[src/rtl/lsu_pkg.sv]
// Shared types and helpers for the data-memory load/store unit.
// Opcode encoding and FSM state constants are used by both the FSM and the datapath lane.
package lsu_pkg;

    typedef enum logic [2:0] {
        LB  = 3'd0,
        LH  = 3'd1,
        LW  = 3'd2,
        SW  = 3'd3,
        LBU = 3'd4,
        LHU = 3'd5,
        SB  = 3'd6,
        SH  = 3'd7
    } lsu_op_t;

    typedef logic [2:0] lsu_state_t;

    localparam lsu_state_t ST_IDLE   = 3'd0;
    localparam lsu_state_t ST_LOAD   = 3'd1;
    localparam lsu_state_t ST_RMW_RD = 3'd2;
    localparam lsu_state_t ST_WRITE  = 3'd3;
    localparam lsu_state_t ST_RESP   = 3'd4;

    function automatic logic is_misaligned(input lsu_op_t op, input logic [1:0] addr_lo);
        case (op)
            LH, LHU, SH: return addr_lo[0];
            LW, SW:      return addr_lo != 2'b00;
            default:     return 1'b0;
        endcase
    endfunction

    function automatic logic is_load(input lsu_op_t op);
        return (op == LB) || (op == LH) || (op == LW) || (op == LBU) || (op == LHU);
    endfunction

endpackage

[src/rtl/lsu_lane.sv]
// Combinational byte-lane logic: load extract/extend and sub-word store merge.
// Little-endian: byte k lives in bits [8k+7:8k].
module lsu_lane
    import lsu_pkg::*;
(
    input  logic [31:0] word,
    input  logic [1:0]  addr_lo,
    input  lsu_op_t     op,
    input  logic [31:0] wdata,
    output logic [31:0] load_data,
    output logic [31:0] merged
);

    logic [7:0]  byte_v;
    logic [15:0] half_v;

    always_comb begin
        byte_v = word[{addr_lo, 3'b000} +: 8];
        half_v = word[{addr_lo[1], 4'b0000} +: 16];

        case (op)
            LB:      load_data = {{24{byte_v[7]}}, byte_v};
            LBU:     load_data = {24'd0, byte_v};
            LH:      load_data = {{16{half_v[15]}}, half_v};
            LHU:     load_data = {16'd0, half_v};
            default: load_data = word;
        endcase

        merged = word;
        case (op)
            SB:      merged[{addr_lo, 3'b000} +: 8]     = wdata[7:0];
            SH:      merged[{addr_lo[1], 4'b0000} +: 16] = wdata[15:0];
            default: merged = wdata;
        endcase
    end

endmodule

[src/rtl/dmem_lsu.sv]
// Load/store unit driving a word-addressed async-read / sync-write data memory.
// One transaction at a time; sub-word stores run as read-modify-write.
module dmem_lsu
    import lsu_pkg::*;
#(
    parameter int ADDR_W = 32
) (
    input  logic              clk,
    input  logic              reset,
    input  logic              req_valid,
    output logic              req_ready,
    input  logic [2:0]        req_op,
    input  logic [ADDR_W-1:0] req_addr,
    input  logic [31:0]       req_wdata,
    output logic              resp_valid,
    output logic [31:0]       resp_rdata,
    output logic              resp_err,
    output logic              mem_we,
    output logic [ADDR_W-1:0] mem_addr,
    output logic [31:0]       mem_writedata,
    input  logic [31:0]       mem_readdata
);

    lsu_state_t        state_q, state_d;
    lsu_op_t           op_q, op_d;
    logic [ADDR_W-1:0] addr_q, addr_d;
    logic [31:0]       wdata_q, wdata_d;
    logic [31:0]       merge_q, merge_d;
    logic [31:0]       rdata_q, rdata_d;
    logic              err_q, err_d;

    logic [31:0] lane_load;
    logic [31:0] lane_merged;
    lsu_op_t     req_op_t;

    assign req_op_t = lsu_op_t'(req_op);

    lsu_lane u_lane (
        .word      (mem_readdata),
        .addr_lo   (addr_q[1:0]),
        .op        (op_q),
        .wdata     (wdata_q),
        .load_data (lane_load),
        .merged    (lane_merged)
    );

    always_comb begin
        state_d = state_q;
        op_d    = op_q;
        addr_d  = addr_q;
        wdata_d = wdata_q;
        merge_d = merge_q;
        rdata_d = rdata_q;
        err_d   = err_q;
        case (state_q)
            ST_IDLE: begin
                if (req_valid) begin
                    op_d    = req_op_t;
                    addr_d  = req_addr;
                    wdata_d = req_wdata;
                    merge_d = req_wdata;
                    rdata_d = 32'd0;
                    err_d   = 1'b0;
                    if (is_misaligned(req_op_t, req_addr[1:0])) begin
                        err_d   = 1'b1;
                        state_d = ST_RESP;
                    end else if (is_load(req_op_t)) begin
                        state_d = ST_LOAD;
                    end else if (req_op_t == SW) begin
                        state_d = ST_WRITE;
                    end else begin
                        state_d = ST_RMW_RD;
                    end
                end
            end
            ST_LOAD: begin
                rdata_d = lane_load;
                state_d = ST_RESP;
            end
            ST_RMW_RD: begin
                merge_d = lane_merged;
                state_d = ST_WRITE;
            end
            ST_WRITE: state_d = ST_RESP;
            ST_RESP:  state_d = ST_IDLE;
            default:  state_d = ST_IDLE;
        endcase
    end

    always_ff @(posedge clk) begin
        if (reset) begin
            state_q <= ST_IDLE;
            op_q    <= LB;
            addr_q  <= '0;
            wdata_q <= 32'd0;
            merge_q <= 32'd0;
            rdata_q <= 32'd0;
            err_q   <= 1'b0;
        end else begin
            state_q <= state_d;
            op_q    <= op_d;
            addr_q  <= addr_d;
            wdata_q <= wdata_d;
            merge_q <= merge_d;
            rdata_q <= rdata_d;
            err_q   <= err_d;
        end
    end

    // Memory strobes are decoded straight from state so a WRITE cycle always commits.
    assign req_ready     = (state_q == ST_IDLE);
    assign resp_valid    = (state_q == ST_RESP);
    assign resp_rdata    = rdata_q;
    assign resp_err      = err_q;
    assign mem_we        = (state_q == ST_WRITE);
    assign mem_writedata = (state_q == ST_WRITE) ? merge_q : 32'd0;
    assign mem_addr      = (state_q == ST_IDLE) ? '0 : {addr_q[ADDR_W-1:2], 2'b00};

endmodule

[config.mk]
export PLATFORM = sky130hd
export DESIGN_NAME = dmem_lsu
export DESIGN_NICKNAME = d
export VERILOG_FILES = /design/src/rtl/lsu_pkg.sv /design/src/rtl/lsu_lane.sv /design/src/rtl/dmem_lsu.sv
export SDC_FILE = /design/constraint.sdc
export NUM_CORES = 1
export LEC_CHECK = 0
export BUFFER_PORTS_ARGS = -buffer_cell sky130_fd_sc_hd__buf_2
export CAP_MARGIN = 20
export CORE_ASPECT_RATIO = 1.5
export CORE_UTILIZATION = 45
export CTS_BUF_LIST = sky130_fd_sc_hd__clkbuf_4
export CTS_CLUSTER_DIAMETER = 80
export DETAILED_ROUTE_END_ITERATION = 16
export GPL_TIMING_DRIVEN = 0
export PLACE_DENSITY_LB_ADDON = 0.2
export SLEW_MARGIN = 20
export SYNTH_ARGS = -nofsm -noshare
export SYNTH_HDL_FRONTEND = slang
export SYNTH_HIERARCHICAL = 1
export SYNTH_SLANG_ARGS = --single-unit
[constraint.sdc]
create_clock -name clk -period 5 [get_ports clk]
set_input_delay 0.25 -clock clk [delete_from_list [all_inputs] [get_ports clk]]
set_output_delay 0.25 -clock clk [all_outputs]
set_load 0.02 [all_outputs]
==> reports/metrics.yaml <==
num-nets-final: 1350
fp.dieH_um: 157.6
critPathMaxFanout: 12
numCtsBuffers: 17
p_sw_w: 0.0008549
pwr-share-comb: 0.260
status: "finished, final reports clean"
worstHoldPathCells: 3
cts_root_buf: "clkbuf_4"
clk_latency_ps: 540
arrival_ps: 3470
cts_resized: 0
wl_per_cell_um: 17.82
finalPower_w: 0.002518
cts.sinks: 135
p_clk_frac: 0.263
synth-seq-cells: 135
wl_um: 25960
viasPerCell: 5.587
globalplace.congestion: 0.9526
setup_viol_count_final: 0
io_buffer_count: 198
slew_headroom: 0.5519
first_pass_iters: 5
postSynthAreaPerCell_um2: 7.571
mostFrequentLayoutCells: "227 x buf_2, 179 x nand2_1, 156 x a21oi_1"
initial_utilization: 0.4626
p_leak_nw: 3.976
ys_seq_area_frac: 0.3722
worstMarginPinSlew_ps: 672.2
synthCells: 959
slew_viol_final: 0
clk_pin_slew_ps: 120
tns_ps: 0
area_growth_pct: 29.54
p_per_area_nw_per_um2: 267.7
swShare: 0.3395
clockBufferDepth: 2
rsz0062_at_grt: "no"
dieArea_um2: 16660
p_int_w: 0.001663
post-dp-hpwl_um: 19170
grt_pass1_wl_um: 40190
route.detailed.drc: 0
die_w_um: 105.7
vias: 8140
hold_violations: 0
grt_overflow: 0
ctsHtreeMaxLevel: 4
synth_edf_count: 0
cts_tree: "built"
grt_start_max_net_pins: 17
skew_ps: 18.24
synth_area_um2: 7261
synth.distinct_cells: 51
worstSetupPathType: "flip-flop to flip-flop"
fmax_ghz: 0.3336
antenna_found_initial: 1
core_um2: 15700
max-vdd-ir-drop_mv: 0.1636
ios: 202
drtIter0Drc: 575
layout-drive-gt1-share: 0.2362
hold_path_class: "input pin to flip-flop"
ys.flop_type: "dfxtp_1"
grt_pass1_vias: 7843
final_common_cell: "buf_2"
rows: 56
period_minus_slack_ps: 2998
async_reset_ff_frac: 0
required_ps: 5470
finalCritPeriodShare: 0.5995
r2r_cells: 11
antenna_left: 0
ys.warnings.count: 6
grtUsageTotal: 0.3107
drv_cap: 0
endpoint_kind: "flip-flop"
seqPwrFrac: 0.477
cp-start-kind: "flip-flop"
## cells in the mapped netlist, drive strengths merged (8+ instances only)
library cell | count | area, um2
o21ai | 30 | 161.4
a21oi | 156 | 780.8
dfxtp | 135 | 2703
a22oi | 65 | 488.0
and2 | 34 | 212.7
nand2 | 189 | 734.5
nand2b | 16 | 100.1
nand4b | 8 | 70.07
a22o | 17 | 148.9
nor2 | 53 | 206.5
o22ai | 25 | 156.4
nor3 | 8 | 45.04
a211oi | 14 | 105.1
clkbuf | 50 | 187.7
buf | 39 | 224.0
inv | 11 | 41.29
mux2i | 20 | 200.2
nor2b | 33 | 206.5
or3 | 9 | 56.30
## worst max-delay path: stages (launching register included)
cell and delay [ps]:
dfxtp_1 390, buf_6 170, inv_1 60, clkbuf_1 420, ha_1 340, clkbuf_1 240, or3_1 400, clkbuf_1 190
o21ai_0 290, a22o_1 200, a22oi_1 80, a21oi_1 160
## state kept, by name, summed over array words and instances (netlist names)
name / cells
resp_rdata: 32
state_q: 3
resp_err: 1
addr_q: 32
merge_q: 32
wdata_q: 32
op_q: 3
## timing repair
item	4_1_cts	5_1_grt
setup buffers	0	0
endpoints found under the hold margin	95	0
hold buffers	66	0
## layer usage
metal / up-vias / part of all wire / global-route usage
met5: - / 0 / 0
met4: 0 / 0.058 / 0.1786
met3: 90 / 0.063 / 0.06505
met2: 359 / 0.50 / 0.5643
met1: 3760 / 0.38 / 0.3315
li1: 3931 / - / -
## cell families (layout without fill, tap and decap cells)
family,Yosys count,after routing,share of synthesized area
AND/OR/NAND/NOR,366,366,0.2433
other,1,3,0.0005165
adder cells (fa/ha/maj),5,5,0.008616
AO/OA/AOI/OAI,327,327,0.2771
flip-flops,135,135,0.3722
buffers and inverters,101,394,0.06290
multiplexers,24,24,0.03533
## path summary, 6_finish.rpt
check | to | slack [ps] | from
setup reg to reg | merge_q[31] | 2000 | addr_q[1]
hold / removal | wdata_q[17] | 70 | req_wdata[17]
hold reg to reg | addr_q[7] | 460 | addr_q[7]
setup / recovery | merge_q[31] | 2000 | addr_q[1]
## power by group through the flow
stage	clock network (W)	logic [W]	registers, W
after floorplan	0	0.000403	0.00122
after global placement	0	0.000598	0.00122
after detailed placement	0	0.000604	0.00122
after CTS	0.000665	0.000646	0.00120
after global routing	0.000717	0.000716	0.00121
final	0.000662	0.000654	0.00120
## metrics by stage
step | area, um2 | worst slack [ps] | instances | hold slack [ps] | utilization
floorplan | 7264 | 2703 | 960 | 386.0 | -
global placement | 8509 | 2084 | 1361 | 437.4 | 0.5422
detailed placement | 8509 | 2072 | 1361 | 441.7 | 0.5422
CTS | 9403 | 2022 | 1456 | 23.28 | 0.5991
global route | 9405 | 1754 | 1457 | 19.56 | 0.5993
finish | 9405 | 2002 | 1457 | 72.46 | 0.5993
## area by class of cell
| type | instances | area, um2 |
|---|---|---|
| Multi-Input combinational cell | 724 | 4105 |
| Sequential cell | 135 | 2703 |
| Fill cell | 1541 | 6290 |
| Clock inverter | 9 | 82.58 |
| Inverter | 12 | 45.04 |
| Buffer | 89 | 411.6 |
| Timing Repair Buffer | 264 | 1652 |
| Clock buffer | 20 | 150.1 |
| Tap cell | 203 | 254.0 |
| Antenna cell | 1 | 2.502 |
(Power assumes the default switching activity.)
